===== src/rtl/gantry_motion_ctrl_pkg.sv =====
// Shared types and constants for the gantry motion controller.
// Direction bit positions follow the decoder's compass ordering, clockwise from north.
package gantry_motion_ctrl_pkg;

  typedef enum logic [2:0] {
    ST_IDLE,
    ST_MOVE,
    ST_HOME_X,
    ST_HOME_Y,
    ST_DONE
  } state_e;

  localparam int DIR_N  = 0;
  localparam int DIR_NE = 1;
  localparam int DIR_E  = 2;
  localparam int DIR_SE = 3;
  localparam int DIR_S  = 4;
  localparam int DIR_SW = 5;
  localparam int DIR_W  = 6;
  localparam int DIR_NW = 7;

  localparam logic AXIS_POS = 1'b1;
  localparam logic AXIS_NEG = 1'b0;

  localparam logic [7:0] POS_X_MASK = (8'h01 << DIR_NE) | (8'h01 << DIR_E) | (8'h01 << DIR_SE);
  localparam logic [7:0] NEG_X_MASK = (8'h01 << DIR_SW) | (8'h01 << DIR_W) | (8'h01 << DIR_NW);
  localparam logic [7:0] POS_Y_MASK = (8'h01 << DIR_N)  | (8'h01 << DIR_NE) | (8'h01 << DIR_NW);
  localparam logic [7:0] NEG_Y_MASK = (8'h01 << DIR_SE) | (8'h01 << DIR_S)  | (8'h01 << DIR_SW);

  function automatic logic is_onehot8(input logic [7:0] v);
    return (v != 8'h00) && ((v & (v - 8'h01)) == 8'h00);
  endfunction

  function automatic int cnt_width(input int a, input int b, input int c);
    int m;
    m = (a > b) ? a : b;
    m = (m > c) ? m : c;
    return $clog2(m + 1);
  endfunction

endpackage


===== src/rtl/gantry_motion_ctrl_if.sv =====
// Command pulses, limit switches and actuator/status outputs of the gantry controller.
interface gantry_motion_ctrl_if;
  logic [7:0] direction;
  logic       reset;
  logic       horizontal_offset;
  logic       magnet_on;
  logic       magnet_off;
  logic       limit_x_n;
  logic       limit_y_n;
  logic       step_x;
  logic       step_y;
  logic       dir_x;
  logic       dir_y;
  logic       magnet;
  logic       busy;
  logic       move_done;
  logic       cmd_dropped;
  logic       fault;

  modport master (
    output direction, reset, horizontal_offset, magnet_on, magnet_off, limit_x_n, limit_y_n,
    input  step_x, step_y, dir_x, dir_y, magnet, busy, move_done, cmd_dropped, fault
  );

  modport slave (
    input  direction, reset, horizontal_offset, magnet_on, magnet_off, limit_x_n, limit_y_n,
    output step_x, step_y, dir_x, dir_y, magnet, busy, move_done, cmd_dropped, fault
  );
endinterface


===== src/rtl/gantry_motion_ctrl_step_pulse_gen.sv =====
// Step period counter: step level for the first PULSE_W cycles of each period,
// plus markers for the first and last cycle of the period.
module step_pulse_gen #(
  parameter int STEP_PERIOD = 50000,
  parameter int PULSE_W     = 500,
  parameter int CW          = 16
) (
  input  logic clk,
  input  logic rst_n,
  input  logic clear,
  input  logic run,
  output logic step_lvl,
  output logic period_tick,
  output logic period_start
);

  localparam logic [CW-1:0] LAST = CW'(STEP_PERIOD - 1);
  localparam logic [CW-1:0] PW   = CW'(PULSE_W);

  logic [CW-1:0] cnt_q, cnt_d;

  always_comb begin
    cnt_d = '0;
    if (run && !clear) begin
      cnt_d = (cnt_q == LAST) ? '0 : cnt_q + 1'b1;
    end
  end

  always_ff @(posedge clk or negedge rst_n) begin
    if (!rst_n) cnt_q <= '0;
    else        cnt_q <= cnt_d;
  end

  assign step_lvl     = run && (cnt_q < PW);
  assign period_tick  = run && (cnt_q == LAST);
  assign period_start = run && (cnt_q == '0);

endmodule


===== src/rtl/gantry_motion_ctrl.sv =====
// X/Y stepper gantry sequencer: one-square compass moves, half-square offset,
// limit-switch homing with timeout, and the electromagnet latch.
//
//   state     | meaning
//   ----------+-----------------------------------------------------------
//   ST_IDLE   | waiting for a motion command
//   ST_MOVE   | stepping latched axes/directions until target steps done
//   ST_HOME_X | stepping X- until hit_x or HOME_MAX steps
//   ST_HOME_Y | stepping Y- until hit_y or HOME_MAX steps
//   ST_DONE   | single cycle, move_done high
module gantry_motion_ctrl
  import gantry_motion_ctrl_pkg::*;
#(
  parameter int SQUARE_STEPS = 400,
  parameter int OFFSET_STEPS = 200,
  parameter int STEP_PERIOD  = 50000,
  parameter int PULSE_W      = 500,
  parameter int HOME_MAX     = 4000
) (
  input logic                 clk,
  input logic                 rst_n,
  gantry_motion_ctrl_if.slave bus
);

  localparam int CW = cnt_width(STEP_PERIOD, HOME_MAX, SQUARE_STEPS);
  localparam logic [CW-1:0] SQ_C  = CW'(SQUARE_STEPS);
  localparam logic [CW-1:0] OFF_C = CW'(OFFSET_STEPS);
  localparam logic [CW-1:0] HM_C  = CW'(HOME_MAX);

  state_e        state_q, state_d;
  logic [CW-1:0] steps_q, steps_d, target_q, target_d, steps_inc;
  logic          en_x_q, en_x_d, en_y_q, en_y_d, dx_q, dx_d, dy_q, dy_d;
  logic          fault_q, fault_d, drop_q, drop_d, magnet_q, magnet_d;
  logic [1:0]    sync_x_q, sync_y_q;
  logic          hit_x, hit_y, valid_dir, motion_cmd, clear, run;
  logic          step_lvl, period_tick, period_start, stop_x, stop_y;

  assign hit_x = ~sync_x_q[1];
  assign hit_y = ~sync_y_q[1];
  assign run   = (state_q == ST_MOVE) || (state_q == ST_HOME_X) || (state_q == ST_HOME_Y);

  step_pulse_gen #(
    .STEP_PERIOD(STEP_PERIOD),
    .PULSE_W    (PULSE_W),
    .CW         (CW)
  ) u_step (
    .clk         (clk),
    .rst_n       (rst_n),
    .clear       (clear),
    .run         (run),
    .step_lvl    (step_lvl),
    .period_tick (period_tick),
    .period_start(period_start)
  );

  // Homing decisions are made only on the first cycle of each period, so a
  // switch closing mid-pulse never truncates the pulse already in flight.
  assign stop_x = period_start && (hit_x || (steps_q == HM_C));
  assign stop_y = period_start && (hit_y || (steps_q == HM_C));

  always_comb begin
    state_d    = state_q;
    steps_d    = steps_q;
    target_d   = target_q;
    en_x_d     = en_x_q;
    en_y_d     = en_y_q;
    dx_d       = dx_q;
    dy_d       = dy_q;
    fault_d    = fault_q;
    clear      = 1'b0;
    valid_dir  = is_onehot8(bus.direction);
    motion_cmd = bus.reset || valid_dir || bus.horizontal_offset;
    steps_inc  = steps_q + 1'b1;
    drop_d     = (state_q != ST_IDLE) && motion_cmd;
    magnet_d   = bus.magnet_off ? 1'b0 : (bus.magnet_on ? 1'b1 : magnet_q);

    unique case (state_q)
      ST_IDLE: begin
        if (bus.reset) begin
          state_d = ST_HOME_X;
          steps_d = '0;
          fault_d = 1'b0;
          clear   = 1'b1;
        end else if (valid_dir) begin
          state_d  = ST_MOVE;
          steps_d  = '0;
          target_d = SQ_C;
          en_x_d   = |(bus.direction & (POS_X_MASK | NEG_X_MASK));
          en_y_d   = |(bus.direction & (POS_Y_MASK | NEG_Y_MASK));
          dx_d     = |(bus.direction & POS_X_MASK) ? AXIS_POS : AXIS_NEG;
          dy_d     = |(bus.direction & POS_Y_MASK) ? AXIS_POS : AXIS_NEG;
          clear    = 1'b1;
        end else if (bus.horizontal_offset) begin
          state_d  = ST_MOVE;
          steps_d  = '0;
          target_d = OFF_C;
          en_x_d   = 1'b1;
          en_y_d   = 1'b0;
          dx_d     = AXIS_POS;
          dy_d     = AXIS_NEG;
          clear    = 1'b1;
        end
      end
      ST_MOVE: begin
        if (period_tick) begin
          steps_d = steps_inc;
          if (steps_inc == target_q) state_d = ST_DONE;
        end
      end
      ST_HOME_X: begin
        if (period_start && hit_x) begin
          state_d = ST_HOME_Y;
          steps_d = '0;
          clear   = 1'b1;
        end else if (stop_x) begin
          fault_d = 1'b1;
          state_d = ST_DONE;
        end else if (period_tick) begin
          steps_d = steps_inc;
        end
      end
      ST_HOME_Y: begin
        if (period_start && hit_y) begin
          state_d = ST_DONE;
        end else if (stop_y) begin
          fault_d = 1'b1;
          state_d = ST_DONE;
        end else if (period_tick) begin
          steps_d = steps_inc;
        end
      end
      ST_DONE: state_d = ST_IDLE;
      default: state_d = ST_IDLE;
    endcase
  end

  always_ff @(posedge clk or negedge rst_n) begin
    if (!rst_n) begin
      state_q  <= ST_IDLE;
      steps_q  <= '0;
      target_q <= '0;
      en_x_q   <= 1'b0;
      en_y_q   <= 1'b0;
      dx_q     <= 1'b0;
      dy_q     <= 1'b0;
      fault_q  <= 1'b0;
      drop_q   <= 1'b0;
      magnet_q <= 1'b0;
      sync_x_q <= 2'b11;
      sync_y_q <= 2'b11;
    end else begin
      state_q  <= state_d;
      steps_q  <= steps_d;
      target_q <= target_d;
      en_x_q   <= en_x_d;
      en_y_q   <= en_y_d;
      dx_q     <= dx_d;
      dy_q     <= dy_d;
      fault_q  <= fault_d;
      drop_q   <= drop_d;
      magnet_q <= magnet_d;
      sync_x_q <= {sync_x_q[0], bus.limit_x_n};
      sync_y_q <= {sync_y_q[0], bus.limit_y_n};
    end
  end

  assign bus.step_x      = step_lvl && (((state_q == ST_MOVE) && en_x_q) ||
                                        ((state_q == ST_HOME_X) && !stop_x));
  assign bus.step_y      = step_lvl && (((state_q == ST_MOVE) && en_y_q) ||
                                        ((state_q == ST_HOME_Y) && !stop_y));
  assign bus.dir_x       = (state_q == ST_MOVE) && dx_q;
  assign bus.dir_y       = (state_q == ST_MOVE) && dy_q;
  assign bus.magnet      = magnet_q;
  assign bus.busy        = (state_q != ST_IDLE);
  assign bus.move_done   = (state_q == ST_DONE);
  assign bus.cmd_dropped = drop_q;
  assign bus.fault       = fault_q;

endmodule


===== src/flat_wrapper.sv =====
// flat-port wrapper written by rule: the top's interface ports become plain ports
module gantry_motion_ctrl_flat import gantry_motion_ctrl_pkg::*;
#(
  parameter int SQUARE_STEPS = 400,
  parameter int OFFSET_STEPS = 200,
  parameter int STEP_PERIOD  = 50000,
  parameter int PULSE_W      = 500,
  parameter int HOME_MAX     = 4000
)
  (clk, rst_n, bus_direction, bus_reset, bus_horizontal_offset, bus_magnet_on, bus_magnet_off, bus_limit_x_n, bus_limit_y_n, bus_step_x, bus_step_y, bus_dir_x, bus_dir_y, bus_magnet, bus_busy, bus_move_done, bus_cmd_dropped, bus_fault);
  gantry_motion_ctrl_if bus_i ();
  input logic clk;
  input logic rst_n;
  input wire logic [$bits(bus_i.direction)-1:0] bus_direction;
  input wire logic [$bits(bus_i.reset)-1:0] bus_reset;
  input wire logic [$bits(bus_i.horizontal_offset)-1:0] bus_horizontal_offset;
  input wire logic [$bits(bus_i.magnet_on)-1:0] bus_magnet_on;
  input wire logic [$bits(bus_i.magnet_off)-1:0] bus_magnet_off;
  input wire logic [$bits(bus_i.limit_x_n)-1:0] bus_limit_x_n;
  input wire logic [$bits(bus_i.limit_y_n)-1:0] bus_limit_y_n;
  output wire logic [$bits(bus_i.step_x)-1:0] bus_step_x;
  output wire logic [$bits(bus_i.step_y)-1:0] bus_step_y;
  output wire logic [$bits(bus_i.dir_x)-1:0] bus_dir_x;
  output wire logic [$bits(bus_i.dir_y)-1:0] bus_dir_y;
  output wire logic [$bits(bus_i.magnet)-1:0] bus_magnet;
  output wire logic [$bits(bus_i.busy)-1:0] bus_busy;
  output wire logic [$bits(bus_i.move_done)-1:0] bus_move_done;
  output wire logic [$bits(bus_i.cmd_dropped)-1:0] bus_cmd_dropped;
  output wire logic [$bits(bus_i.fault)-1:0] bus_fault;
  assign bus_i.direction = bus_direction;
  assign bus_i.reset = bus_reset;
  assign bus_i.horizontal_offset = bus_horizontal_offset;
  assign bus_i.magnet_on = bus_magnet_on;
  assign bus_i.magnet_off = bus_magnet_off;
  assign bus_i.limit_x_n = bus_limit_x_n;
  assign bus_i.limit_y_n = bus_limit_y_n;
  assign bus_step_x = bus_i.step_x;
  assign bus_step_y = bus_i.step_y;
  assign bus_dir_x = bus_i.dir_x;
  assign bus_dir_y = bus_i.dir_y;
  assign bus_magnet = bus_i.magnet;
  assign bus_busy = bus_i.busy;
  assign bus_move_done = bus_i.move_done;
  assign bus_cmd_dropped = bus_i.cmd_dropped;
  assign bus_fault = bus_i.fault;
  gantry_motion_ctrl #(.SQUARE_STEPS(SQUARE_STEPS), .OFFSET_STEPS(OFFSET_STEPS), .STEP_PERIOD(STEP_PERIOD), .PULSE_W(PULSE_W), .HOME_MAX(HOME_MAX)) u_core (.clk(clk), .rst_n(rst_n), .bus(bus_i));
endmodule

===== config.mk =====
export PLATFORM = sky130hd
export DESIGN_NAME = gantry_motion_ctrl_flat
export DESIGN_NICKNAME = d
export VERILOG_FILES = /design/src/rtl/gantry_motion_ctrl_pkg.sv /design/src/rtl/gantry_motion_ctrl_if.sv /design/src/rtl/gantry_motion_ctrl_step_pulse_gen.sv /design/src/rtl/gantry_motion_ctrl.sv /design/src/flat_wrapper.sv
export SDC_FILE = /design/constraint.sdc
export NUM_CORES = 1
export LEC_CHECK = 0
export CAP_MARGIN = 25
export CORE_MARGIN = 2
export CORE_UTILIZATION = 50
export CTS_CLUSTER_DIAMETER = 50
export DETAILED_ROUTE_END_ITERATION = 10
export PLACE_DENSITY = 0.67
export REMOVE_ABC_BUFFERS = 1
export SLEW_MARGIN = 20
export SYNTH_ARGS = -nofsm -noshare
export SYNTH_HDL_FRONTEND = slang
export SYNTH_SLANG_ARGS = --single-unit

===== constraint.sdc =====
create_clock -name clk -period 3.15 [get_ports clk]
set_input_delay 0.945 -clock clk [delete_from_list [all_inputs] [get_ports clk]]
set_output_delay 0.945 -clock clk [all_outputs]
set_load 0.02 [all_outputs]

== Word level (Yosys, flattened, before mapping) ==
Cells that the tools add are included.
Cells by class
  $lt $le $gt $ge: 1
  reduce and logical (&&, ||, !) cells: 46
  bitwise gates (word level): 4
  $add $sub $neg: 3
  muxes and demuxes: 44
  equal/unequal tests: 19
Operators by type and width (number)
  2-to-1 mux 16 bit: 12
  case mux 16 bit (4 select lines): 1
  adder 16 x 1 -> 16 bit (second input constant): 2
  2-to-1 mux 3 bit: 9
  2-to-1 mux 1 bit: 19
  logical AND 1 bit: 18
  equality test 16 x 12 -> 1 bit (second input constant): 1
  equality test 16 bit: 1
  equality test 16 bit (second input constant): 1
  logical NOT 16 bit: 1
  less-than comparator 16 x 9 -> 1 bit (second input constant): 1
  case mux 3 bit (4 select lines): 1
  OR reduction 6 bit: 2
  AND reduction 5 bit: 2
  bitwise AND 8 bit: 1
  logical NOT 8 bit: 1
  logical OR 1 bit: 8
  != test 2 x 1 -> 1 bit (second input constant): 4
  != test 2 bit (second input constant): 4
  nonzero test 8 bit: 1
  subtractor 8 x 1 -> 8 bit (second input constant): 1
  equality test 3 x 2 -> 1 bit (second input constant): 2
  AND reduction 6 bit: 1
  nonzero test 3 bit: 2
  15 further kinds: 21
Word-level totals
  logic and storage cells: 130
  register bits: 62

== Logic depth before layout (Yosys ltp) ==
Gate-level depths: netlist of the first run.
  depth in word-level cells: 10
  gate-level depth with buffers: 9
  depth with buffers taken out: 8

== Cells and area by module ==
From an unflattened synthesis of the first run, not the netlist that was laid out.
Second synthesis, totals
  cell total of the unflattened synthesis: 356
  area, all modules: 3131.8 um2
Modules (own cells, without submodules)
  gantry_motion_ctrl: area an instance 2274.7 um2, times used 1, sequential area each 830.8 um2, cells an instance 263
  step_pulse_gen: area an instance 857.1 um2, times used 1, sequential area each 400.4 um2, cells an instance 93

== Worst setup path after synthesis of the first run ==
No wires, ideal clock.
  kind: register to output
  start point: register u_core.u_step.cnt_q[10]
  end point: output port bus_step_y
  required time: 2.205 ns
  cell stages (with the launch flop): 5
  setup slack: -0.219 ns
  arrival: 2.424 ns
  cell sequence: dfrtp_1 nor4_1 nand2_1 or3_1 a2111oi_0
Between the ends
  cells in the longest elaborated chain, start to end: 7
  elaborated cells between the ends (all ways): 9
  those cells by class: 1 x order compare; 8 x reduce/logical
Ends and longest elaborated chain
  start, declared: line gantry_motion_ctrl_step_pulse_gen.sv:20  | logic [CW-1:0] cnt_q, cnt_d;
  start signal, assigned: line gantry_motion_ctrl_step_pulse_gen.sv:31  | else cnt_q <= cnt_d;
  parallel branches: the longest is 6 deep, another holds less-than comparator 16 x 9 -> 1 bit
  logical AND 1 bit (*): line gantry_motion_ctrl.sv:169  | assign bus.step_y = step_lvl && (((state_q == ST_MOVE) && en_y_q) ||
  end, declared: line flat_wrapper.sv:22  | output wire logic [$bits(bus_i.step_y)-1:0] bus_step_y;
Every way passes the cells marked *.

== Worst setup path after layout of the first run ==
  start point: register u_core.steps_q[12]
  end point: output port bus_step_x
Between the ends
  cells in the longest elaborated chain, start to end: 7
Ends and longest elaborated chain
  start, declared: line gantry_motion_ctrl.sv:31  | logic [CW-1:0] steps_q, steps_d, target_q, target_d, steps_inc;
  start signal, assigned: line gantry_motion_ctrl.sv:153  | steps_q <= steps_d;
  equality test 16 x 12 -> 1 bit: line gantry_motion_ctrl.sv:58  | assign stop_x = period_start && (hit_x || (steps_q == HM_C));
  logical OR 1 bit: line gantry_motion_ctrl.sv:58
  logical AND 1 bit: line gantry_motion_ctrl.sv:58
  logical NOT 1 bit: line gantry_motion_ctrl.sv:168  | ((state_q == ST_HOME_X) && !stop_x));
  logical AND 1 bit: line gantry_motion_ctrl.sv:168
  logical OR 1 bit: line gantry_motion_ctrl.sv:167  | assign bus.step_x = step_lvl && (((state_q == ST_MOVE) && en_x_q) ||
  logical AND 1 bit: line gantry_motion_ctrl.sv:167
  end, declared: line flat_wrapper.sv:21  | output wire logic [$bits(bus_i.step_x)-1:0] bus_step_x;
Every way passes these cells.

==> results of run 1 <==
-- synthesized netlist by cell type, types with 2 or more instances --
cell type	n
buf_2	2
nand3_1	14
ha_1	5
or4_1	8
and2_1	2
xnor2_1	13
a2111oi_0	4
and4_1	4
mux2_2	3
or3_1	5
a31oi_1	14
nor3_1	18
and3_1	7
a211oi_1	5
or2_2	2
inv_1	12
mux2i_1	2
a41oi_1	2
nor3b_1	2
nand4b_1	2
dfstp_2	4
nand3b_1	2
nor4_1	13
clkbuf_1	16
a211o_1	4
dfrtp_1	45
nand4_1	12
a22oi_1	2
nor2b_1	2
nor2_1	47
a21oi_1	17
nand2_1	29
a22o_1	2
or4bb_1	2
a21o_1	3
o21ai_0	8
o21a_1	4
nand2b_1	4
xor2_1	7
o31ai_1	3
-- registers in the layout, indices dropped and copies added (netlist names) --
register and cells:
u_core.dy_q 1, u_core.bus.magnet 1, u_core.bus.fault 1, u_core.sync_x_q 2
u_core.en_y_q 1, u_core.sync_y_q 2, u_core.state_q 3, u_core.u_step.cnt_q 16
u_core.bus.cmd_dropped 1, u_core.target_q 3, u_core.steps_q 16, u_core.dx_q 1
u_core.en_x_q 1
-- layout make-up --
type | instances | share of cell area (%)
Tap cell | 75 | 2.29
Timing Repair Buffer | 92 | 18.1
Sequential cell | 49 | 30.1
Multi-Input combinational cell | 287 | 45.8
Inverter | 12 | 1.10
Clock buffer | 6 | 1.77
Clock inverter | 2 | 0.857
-- final timing paths --
check                                             startpoint                       endpoint  slack [ps]
min in group asynchronous                              rst_n  u_core.bus.magnet$_DFFE_PN0P_         700
hold / removal                  u_core.sync_x_q[0]$_DFF_PN1_   u_core.sync_x_q[1]$_DFF_PN1_         360
setup reg to reg           u_core.u_step.cnt_q[11]$_DFF_PN0_  u_core.state_q[0]$_DFFE_PN0P_         570
setup / recovery              u_core.steps_q[12]$_DFFE_PN0P_                     bus_step_x        -160
hold reg to reg                 u_core.sync_x_q[0]$_DFF_PN1_   u_core.sync_x_q[1]$_DFF_PN1_         360
max in group asynchronous                              rst_n  u_core.steps_q[9]$_DFFE_PN0P_        1720
-- metal layers --
layer / vias up / wire length (um)
met1: 1479 / 3940
met2: 102 / 3840
met3: 18 / 380
li1: 1525 / -
met4: 0 / 212
met5: - / 0
-- cell usage in the layout, fill, tap and decap left out, types with 5 or more instances in the layout --
master	instances
a211oi_1	5
a21oi_1	16
a31oi_1	14
and3_1	7
buf_4	69
clkbuf_8	5
clkdlybuf4s50_1	15
dfrtp_1	45
ha_1	5
inv_1	12
nand2_1	29
nand3_1	14
nand4_1	12
nor2_1	47
nor3_1	17
nor4_1	12
o21ai_0	8
or4_1	5
xnor2_1	13
xor2_1	7
-- logic make-up (layout without fill, tap and decap cells) --
kind of cell | count (synthesis) | count (layout) | share of synthesized area [%]
and+or+nand+nor | 179 | 179 | 30.1
AOI/OAI and AO/OA | 77 | 77 | 17.5
DFF | 49 | 49 | 39.2
buffers and inverters | 30 | 112 | 3.67
xor gates and xnor gates | 20 | 20 | 5.58
adders and majority gates | 6 | 6 | 2.31
muxes | 5 | 5 | 1.71
-- power by group --
part	total, W	leakage, nW	internal [W]	switching, W
clock	0.000448	0.0552	0.000236	0.000212
combinational	0.00141	1.01	0.000620	0.000795
sequential	0.000817	0.636	0.000741	0.0000764
-- per-stage QoR --
step	hold slack, ps	std cells	power, W	area (um^2)
after floorplan	345	348	0.00155	3070
after global placement	346	514	0.00212	3900
after detailed placement	349	514	0.00215	3900
after CTS	362	522	0.00265	4070
after global routing	363	523	0.00285	4090
final	360	523	0.00268	4090
-- worst max-delay path, stage by stage (launching register included) --
cell	delay [ps]
dfrtp_1	390
or4_4	550
or4_4	570
a211o_1	270
nand3b_1	100
a21oi_2	60
buf_6	130
-- repair_timing --
action	in CTS	in global routing
buffers inserted	1	1
pin swaps	12	9
gates resized for setup	30	5
setup endpoints to repair	3	3
==> tab_implementation.tex, run 1 <==
\begin{tabular}{lr}
\hline
Metric & Value \\
\hline
\multicolumn{2}{l}{\textbf{Clocking}} \\
Number of buffers inserted during clock tree synthesis & 5 \\
Sinks on the clock net & 49 \\
Clock tree from TritonCTS & done \\
Insertion delay to the later sink of the worst-skew pair & around 300 ps \\
CTS HTree Levels & 2 \\
Clk slew on worst S/H paths & about 90 ps \\
Max Root-Sink Buffers & 2 \\
Clock tree root buffer cell & clkbuf\_8 \\
Number of buffers added to fix hold violations after cts & 0 \\
\multicolumn{2}{l}{\textbf{Logic synthesis}} \\
Count of distinct cell types in the synthesized netlist & 54 \\
Part of the Yosys area used for sequential elements & roughly 39\% \\
Top flip-flop cell by instance count after synthesis & dfrtp\_1 \\
Post-Syn Instances & between 300 and 400 \\
Leading post-synthesis cells by cell area & dfrtp\_1, nor2\_1, xnor2\_1, nand2\_1, dfstp\_2 \\
Count of flip-flops with a built-in enable after synthesis & 0 \\
Largest area contributor in the synthesized netlist & dfrtp\_1 \\
Count of warnings emitted by yosys & 0 \\
Synthesized area & approximately 0.0031 mm\^{}2 \\
Asr flop ratio synth & 100\% \\
Post-Synthesis Mean Instance Area & about 8.6 um\^{}2 \\
Seq cells post-synth & 49 \\
Area share of the largest cell type after synthesis & 35.9\% \\
\multicolumn{2}{l}{\textbf{Final layout}} \\
Fraction of final layout cells sized beyond drive strength 1 & 23.2\% \\
Sequential cell area & roughly 0.0012 mm\^{}2 \\
Number of nets in the layout & 468 \\
ANT cells & 0 \\
Area of the multi-input gates & between 0.0015 and 0.002 mm\^{}2 \\
Final core area utilization & around 68\% \\
Synthesis-to-finish area growth & 30.3\% \\
Number of fillers in the final layout & 476 \\
\multicolumn{2}{l}{\textbf{Pwr}} \\
Total power density per cell area & about 660 mW/mm\^{}2 \\
Static leakage & 1.70 nW \\
Peak VDD IR & approximately 450 uV \\
\multicolumn{2}{l}{\textbf{Timing}} \\
Post-layout minimum cycle time & roughly 3300 ps \\
Hold Fails Final Rpt & 0 \\
Final setup margin & -164 ps \\
Relative slew margins & around 50\% \\
Count of final setup violators & 1 \\
Post-route setup TNS & -164 ps \\
Max frequency & 302 MHz \\
Slew at the pin with the worst max-slew slack & between 700 and 800 ps \\
Slew Viols, Final & 0 \\
Unrepaired setup endpoints after global routing & true \\
Fin Clk Skew & between 15 and 20 ps \\
Final Cycle Share & 105\% \\
\multicolumn{2}{l}{\textbf{Status}} \\
Outcome & complete, but fails checks \\
Violations in the final reports & negative setup slack \\
\multicolumn{2}{l}{\textbf{Route}} \\
Drt total wl & 8.37 mm \\
Number of vias per cell after detailed routing & 5.97 \\
Iteration-0 DRC count of the detailed router & roughly 160 \\
DRC violations left & 0 \\
Mean routed wirelength per cell & around 16 um \\
Antenna-violating nets left & 0 \\
First drt pass iteration count & 6 \\
Vias & 3124 \\
\multicolumn{2}{l}{\textbf{Global route}} \\
Grt met3 use & between 3 and 4\% \\
Pin count of the biggest net entering global routing & 34 \\
GR Util met2 & between 30 and 40\% \\
First-pass GRT wire length & 14.1 mm \\
Antenna violations before repair & 0 \\
Total routing usage reported by global routing & roughly 25\% \\
Gr busiest metal & met2 \\
Final global-route overflow total & 0 \\
GR Layer Usage met1 & 34.6\% \\
Number of global-route vias before repair & $\sim$3k \\
\multicolumn{2}{l}{\textbf{Place}} \\
HPWL reported at the end of detailed placement & roughly 6.1 mm \\
Port buffer count & 24 \\
Placer Congestion & around 0.87 \\
Pre-CTS setup slack & -443 ps \\
\multicolumn{2}{l}{\textbf{Critical path}} \\
Arrival time worst endpoint & about 2400 ps \\
Worst EP required & around 2200 ps \\
Worst Path Class, Setup & flop to output port \\
Startpoint types & flop \\
Crit path max fanout & 2 \\
Capturing element type of the critical path & output port \\
Depth of the worst register-to-register path & 8 \\
\multicolumn{2}{l}{\textbf{Floorplan}} \\
Floorplan die area & approximately 0.007 mm\^{}2 \\
Starting utilization of the core area & a little over half \\
Die Y-Extent & 83.2 um \\
\# IOs & 25 \\
Standard-cell rows & 28 \\
Die width & roughly 83 um \\
Placeable core area & 0.00599 mm\^{}2 \\
\multicolumn{2}{l}{\textbf{Run}} \\
Maxcap violations & 0 \\
\multicolumn{2}{l}{\textbf{Hold path}} \\
Worst min-delay path class & flop to flop \\
Count of cells along the worst hold path & 0 \\
\hline
\end{tabular}
Power figures use the tool's default switching activity.
==> run 2, diff against run 1 <==
- SKIP_CTS_REPAIR_TIMING: not set -> 1
- SYNTH_HIERARCHICAL: not set -> 1
==> tab_implementation.tex, run 2 <==
\begin{tabular}{lr}
\hline
Metric & Value \\
\hline
\multicolumn{2}{l}{\textbf{Logic synthesis}} \\
Seq cells post-synth & 49 \\
Post-Syn Instances & $\sim$360 \\
Part of the Yosys area used for sequential elements & between 30 and 40\% \\
Count of distinct cell types in the synthesized netlist & 59 \\
Area share of the largest cell type after synthesis & 36.0\% \\
Largest area contributor in the synthesized netlist & dfrtp\_1 \\
Most frequent cells after synthesis & nor2\_1, dfrtp\_1, nand2\_1 \\
Cell with the most instances after synthesis & nor2\_1 \\
Post-Synthesis Mean Instance Area & $\sim$9 um\^{}2 \\
Count of flip-flops with a built-in enable after synthesis & 0 \\
Synthesized area & about 0.0031 mm\^{}2 \\
Asr flop ratio synth & 100\% \\
Leading post-synthesis cells by cell area & dfrtp\_1, nor2\_1, xnor2\_1, dfstp\_2, nand2\_1 \\
Top flip-flop cell by instance count after synthesis & dfrtp\_1 \\
Count of warnings emitted by yosys & 6 \\
\multicolumn{2}{l}{\textbf{Route}} \\
Drt total wl & approximately 7.9 mm \\
Antenna-violating nets left & 0 \\
First drt pass iteration count & 8 \\
Mean routed wirelength per cell & about 15 um \\
Number of vias per cell after detailed routing & around 5.8 \\
Iteration-0 DRC count of the detailed router & approximately 260 \\
Vias & 2991 \\
DRC violations left & 0 \\
\multicolumn{2}{l}{\textbf{Final layout}} \\
Most common cell after layout, fill and taps aside & buf\_4 \\
Number of nets in the layout & around 460 \\
ANT cells & 0 \\
Largest registers & u\_core/steps\_q: 16 flops, u\_core/u\_step/cnt\_q: 16 flops \\
Final std cell area, no fill & roughly 0.0042 mm\^{}2 \\
Final core area utilization & roughly 70\% \\
Synthesis-to-finish area growth & 33.5\% \\
Most used cells in the layout excluding fill and tap cells & buf\_4, nor2\_1, dfrtp\_1 \\
Fraction of final layout cells sized beyond drive strength 1 & around 27\% \\
\multicolumn{2}{l}{\textbf{Timing}} \\
Max frequency & 261 MHz \\
Final setup margin & -682 ps \\
Fin Clk Skew & about 7.3 ps \\
Slew at the pin with the worst max-slew slack & roughly 550 ps \\
Slew Viols, Final & 0 \\
Count of final setup violators & 14 \\
Relative slew margins & a little over three fifths \\
Final hold slack & about 360 ps \\
Unrepaired setup endpoints after global routing & true \\
Final Cycle Share & 122\% \\
Hold Fails Final Rpt & 0 \\
Post-layout minimum cycle time & roughly 3800 ps \\
\multicolumn{2}{l}{\textbf{Critical path}} \\
Critical path cell sequence & nor4\_2, nand2\_1, or4\_4, nor4\_4, buf\_4, nand2\_4, nor3\_4, nand4\_1, buf\_4, a22oi\_2, nor2b\_1, buf\_4 \\
WP buf/inv & 3 \\
Crit path max fanout & 3 \\
Crit path capture & bus\_step\_x \\
Number of cells on the critical path & 12 \\
CP most frequent cell & buf\_4 \\
Standard cell with the maximum stage delay on the critical path & or4\_4 \\
Family with the most delay on the worst path & simple AND/OR/NAND/NOR gates \\
Endpoint of the most critical register-to-register path & u\_core/steps\_q[9]\$\_DFFE\_PN0P\_ \\
Worst EP required & 2200 ps \\
Worst Path Class, Setup & flop to output port \\
Flop-to-flop setup slack & -110 ps \\
Startpoint types & flop \\
Source of the worst register-to-register timing path & u\_core/u\_step/cnt\_q[12]\$\_DFF\_PN0\_ \\
Depth of the worst register-to-register path & 17 \\
Startpoint of the worst setup timing path & u\_core/u\_step/cnt\_q[12]\$\_DFF\_PN0\_ \\
Max stage delay on crit path & $\sim$570 ps \\
Capturing element type of the critical path & output port \\
Arrival time worst endpoint & between 2000 and 3000 ps \\
\multicolumn{2}{l}{\textbf{Place}} \\
Port buffer count & 24 \\
HPWL reported at the end of detailed placement & 5.71 mm \\
Pre-CTS setup slack & -736 ps \\
Placer Congestion & 0.936 \\
Placed cell area & 0.00386 mm\^{}2 \\
\multicolumn{2}{l}{\textbf{Clocking}} \\
Clock tree root buffer cell & clkbuf\_8 \\
Insertion delay to the later sink of the worst-skew pair & 310 ps \\
Clk slew on worst S/H paths & about 100 ps \\
CTS HTree Levels & 2 \\
Sinks on the clock net & 49 \\
Max Root-Sink Buffers & 2 \\
Number of buffers inserted during clock tree synthesis & 5 \\
Clock tree from TritonCTS & done \\
\multicolumn{2}{l}{\textbf{Pwr}} \\
Total design power & about 0.0023 W \\
Total power density per cell area & about 550 mW/mm\^{}2 \\
Clock network fraction of total power & between 10\% and 20\% \\
Switching Power & 0.000899 W \\
Static leakage & roughly 1.7 nW \\
Gate power share & between 50 and 60\% \\
Internal Pwr Total & between 0.001 and 0.0015 W \\
Sw Ratio & between 30\% and 40\% \\
Sequential cell fraction of total power & about a third \\
Peak VDD IR & between 400 and 500 uV \\
\multicolumn{2}{l}{\textbf{Floorplan}} \\
Starting utilization of the core area & between 50\% and 60\% \\
\# IOs & 25 \\
Die width & between 80 and 90 um \\
Placeable core area & about 0.0060 mm\^{}2 \\
Die Y-Extent & about 83 um \\
Floorplan die area & 0.00691 mm\^{}2 \\
Standard-cell rows & 28 \\
\multicolumn{2}{l}{\textbf{Global route}} \\
Pin count of the biggest net entering global routing & between 40 and 50 \\
Total routing usage reported by global routing & around 23\% \\
First-pass GRT wire length & 12.9 mm \\
Number of global-route vias before repair & roughly 2.7k \\
Antenna violations before repair & 0 \\
Final global-route overflow total & 0 \\
\multicolumn{2}{l}{\textbf{Status}} \\
Violations in the final reports & negative setup slack \\
Outcome & complete, but fails checks \\
\multicolumn{2}{l}{\textbf{Hold path}} \\
Worst min-delay path class & flop to flop \\
\multicolumn{2}{l}{\textbf{Run}} \\
Maxcap violations & 0 \\
\hline
\end{tabular}
[run 2: cell types whose count changed in the layout (fill, tap and decap cells not counted), sizes merged, moves of 5 or more]
| cell | change |
|---|---|
| a2111oi | -5 |
| a31oi | -10 |
| clkdlybuf4s50 | +6 |
| mux2i | +5 |
| nand4 | +5 |
| nor2 | +8 |
| o21ai | +5 |
| xnor2 | +8 |
[run 2: final cells by class]
class	instances	area, um^2
Multi-Input combinational cell	281	1920
Fill cell	467	1810
Sequential cell	49	1230
Timing Repair Buffer	93	790
Tap cell	75	93.8
Clock buffer	5	68.8
Inverter	14	52.6
Clock inverter	3	26.3
[run 2: power by group through the flow]
stage                     clock (W)  combinational, W  sequential (W)
after floorplan                   0          0.000469        0.000794
after global placement            0          0.000960        0.000749
after detailed placement          0          0.000972        0.000751
after CTS                  0.000405          0.000979        0.000739
after global routing       0.000428           0.00126        0.000750
final                      0.000396           0.00117        0.000740
[run 2: worst reg2reg max path, cell delays in order (launching register included)]
cell	delay, ps
dfrtp_1	400
nor4_2	250
nand2_1	120
or4_4	570
nor4_4	150
buf_4	160
buf_4	110
buf_6	90
nor2b_4	170
nor3_4	60
buf_6	130
a21oi_4	130
buf_6	130
o211ai_4	130
a21oi_4	220
buf_6	140
nand3b_1	80
a21oi_1	140
[run 2: per-stage QoR]
| step | cells | TNS (ps) |
|---|---|---|
| 2_1_floorplan | 344 | -273 |
| 3_3_place_gp | 507 | -1890 |
| 3_5_place_dp | 507 | -3820 |
| 4_1_cts | 515 | -3250 |
| 5_1_grt | 520 | -4920 |
| 6_report | 520 | -2130 |
[run 2: worst min path at each step]
stage | from | end | slack, ps | cells after the start
2_1_floorplan | u_core/sync_x_q[0]$_DFF_PN1_ | u_core/sync_x_q[1]$_DFF_PN1_ | 350 | 0
6_report | u_core/sync_x_q[0]$_DFF_PN1_ | u_core/sync_x_q[1]$_DFF_PN1_ | 360 | 0
3_5_place_dp | u_core/sync_x_q[0]$_DFF_PN1_ | u_core/sync_x_q[1]$_DFF_PN1_ | 350 | 0
5_1_grt | u_core/sync_x_q[0]$_DFF_PN1_ | u_core/sync_x_q[1]$_DFF_PN1_ | 370 | 0
4_1_cts | u_core/sync_x_q[0]$_DFF_PN1_ | u_core/sync_x_q[1]$_DFF_PN1_ | 360 | 0
3_3_place_gp | u_core/sync_y_q[0]$_DFF_PN1_ | u_core/sync_y_q[1]$_DFF_PN1_ | 350 | 0
[run 2: per-layer routing]
layer  global-route usage (%)  up-vias  wire [um]
met5                        0        -          0
met4                     5.37        0        118
met3                     4.08       20        511
met2                     35.6      114       3690
met1                     32.2     1406       3570
li1                         -     1451          -
[run 2: cells by family (layout without fill, tap and decap cells)]
group	Yosys count	in the layout	share of synthesized area, %
DFF	49	49	39.3
muxes	7	7	2.24
xor gates and xnor gates	28	28	7.83
buffers and inverters	26	115	4.75
adders and majority gates	5	5	1.92
and+or+nand+nor	182	182	30.9
AOI/OAI and AO/OA	59	59	13.1
==> RTL edit, RTL diff (config.mk and constraints of run 2) <==
`SQUARE_STEPS` is set to 400 in 2 places; all go to 200.
--- a/src/rtl/gantry_motion_ctrl.sv
+++ b/src/rtl/gantry_motion_ctrl.sv
@@ -13,3 +13,3 @@
 #(
-  parameter int SQUARE_STEPS = 400,
+  parameter int SQUARE_STEPS = 200,
   parameter int OFFSET_STEPS = 200,
--- a/src/flat_wrapper.sv
+++ b/src/flat_wrapper.sv
@@ -3,3 +3,3 @@
 #(
-  parameter int SQUARE_STEPS = 400,
+  parameter int SQUARE_STEPS = 200,
   parameter int OFFSET_STEPS = 200,
Function: no difference found for any inputs over 10 cycles, from zero or initial values and one cycle with rst_n low; that may be too few to reach the edited logic, so the function may still have changed.
==> RTL edit against run 2 <==
Area after synthesis decreased by 3.8%; power decreased by 3.5%; die area decreased by 3.6%; critical path depth decreased by 2; the run still ends with setup timing left; largest cell class unchanged; sequential cell count decreased by 2; wire length decreased by 4.3%; worst setup slack improved by 0.13 ns; design area decreased by 2.7%.
==> RTL edit: results (changes against run 2) <==
crit_fanout: 2  # -1
p_leak_nw: 1.62  # -7.1%
power_density_nw_per_um2: 546  # -0.81%
reg_top3: "u_core/steps_q: 16 flops, u_core/u_step/cnt_q: 16 flops, u_core/state_q: 3 flops"
placed_cells: 503  # -0.79%
arrival_ns: 2.75  # -0.14 ns
hpwl_mm: 5.65  # -1.2%
grt_pass1_vias: 2616  # -3.0%
reg2reg_setup_slack_ns: 0.13  # +0.24 ns
met1_usage_pct: 34.8  # +2.6 points
die_w_um: 81.6  # -1.8%
pwr-share-comb_pct: 48.3  # -2.3 points
synthTopCellsByArea: "dfrtp_1 36%, xnor2_1 7.6%, nor2_1 7.2%"
nNonClkBuffers: 98  # +5.4%
fill_cells: 497  # +6.4%
regArea_um2: 1180  # -4.1%
syn_area_per_cell_um2: 8.71  # -0.97%
dr.pass1.iters: 5  # -3
max_stage_delay_ns: 0.46  # -0.11 ns
seq_cells: 47  # -4.1%
detail_route.iter0.violations: 206  # -19%
worstRegToRegCells: 11  # -6
multi_input_gates: 266  # -5.3%
grt_use_total_pct: 23.8  # +1.3 points
grt_max_degree: 26  # -40%
final.setup.tns_ns: -1.05  # +1.08 ns
grt_use_met3_pct: 4.07  # -0.0096 points
power.share.sequential_pct: 31.7  # -0.4 points
fin_worst_skew_ns: 0.00861  # +0.00127 ns
setup_ws_ns: -0.547  # +0.135 ns
buffer_area_share_pct: 19.5  # +0.65 points
outcome: "finished with violations"
nClkBuffers: 6  # +1
grt_pass1_wl_mm: 12.3  # -4.8%
peakVddDrop_mv: 0.552  # +18%
setup_viol: 2  # -12
place_worst_setup_slack_ns: -0.973  # -0.237 ns
synth_common_cells: "58 x nor2_1, 43 x dfrtp_1, 26 x xnor2_1, 22 x nand2_1, 21 x inv_1"
violations: "setup timing"
finish.instance_area_um2: 4070  # -2.7%
swShare_pct: 38.1  # -0.94 points
slew_headroom_pct: 35.0  # -28 points
ys_seq_area_share_pct: 39.2  # -0.13 points
RTL edit: changes by cell type after synthesis, moves of 4 or more:
cell      delta
inv_1        +7
xor2_1       -5
nor2_1       +4
xnor2_1      +5
nor2b_1      -5
nand2_1      -6
nand3_1      -5
nand2b_1     -4
mux2i_1      -5
RTL edit: cell families (layout without fill, tap and decap cells):
group                    count (synthesis)  count (layout)  share of synthesized area (%)
adder cells (fa/ha/maj)                  6               6                           2.41
multiplexers                             2               2                          0.664
flip-flops                              47              47                           39.2
buffers and inverters                   33             127                           4.94
AO/OA/AOI/OAI                           65              65                           16.8
XOR/XNOR                                28              28                           8.14
AND/OR/NAND/NOR                        165             165                           27.9
RTL edit: routing by layer:
layer	part of all wire, %	vias to the layer above
met4	1.4	0
met1	48	1360
met5	0	-
met2	47	67
li1	-	1439
met3	4.0	9
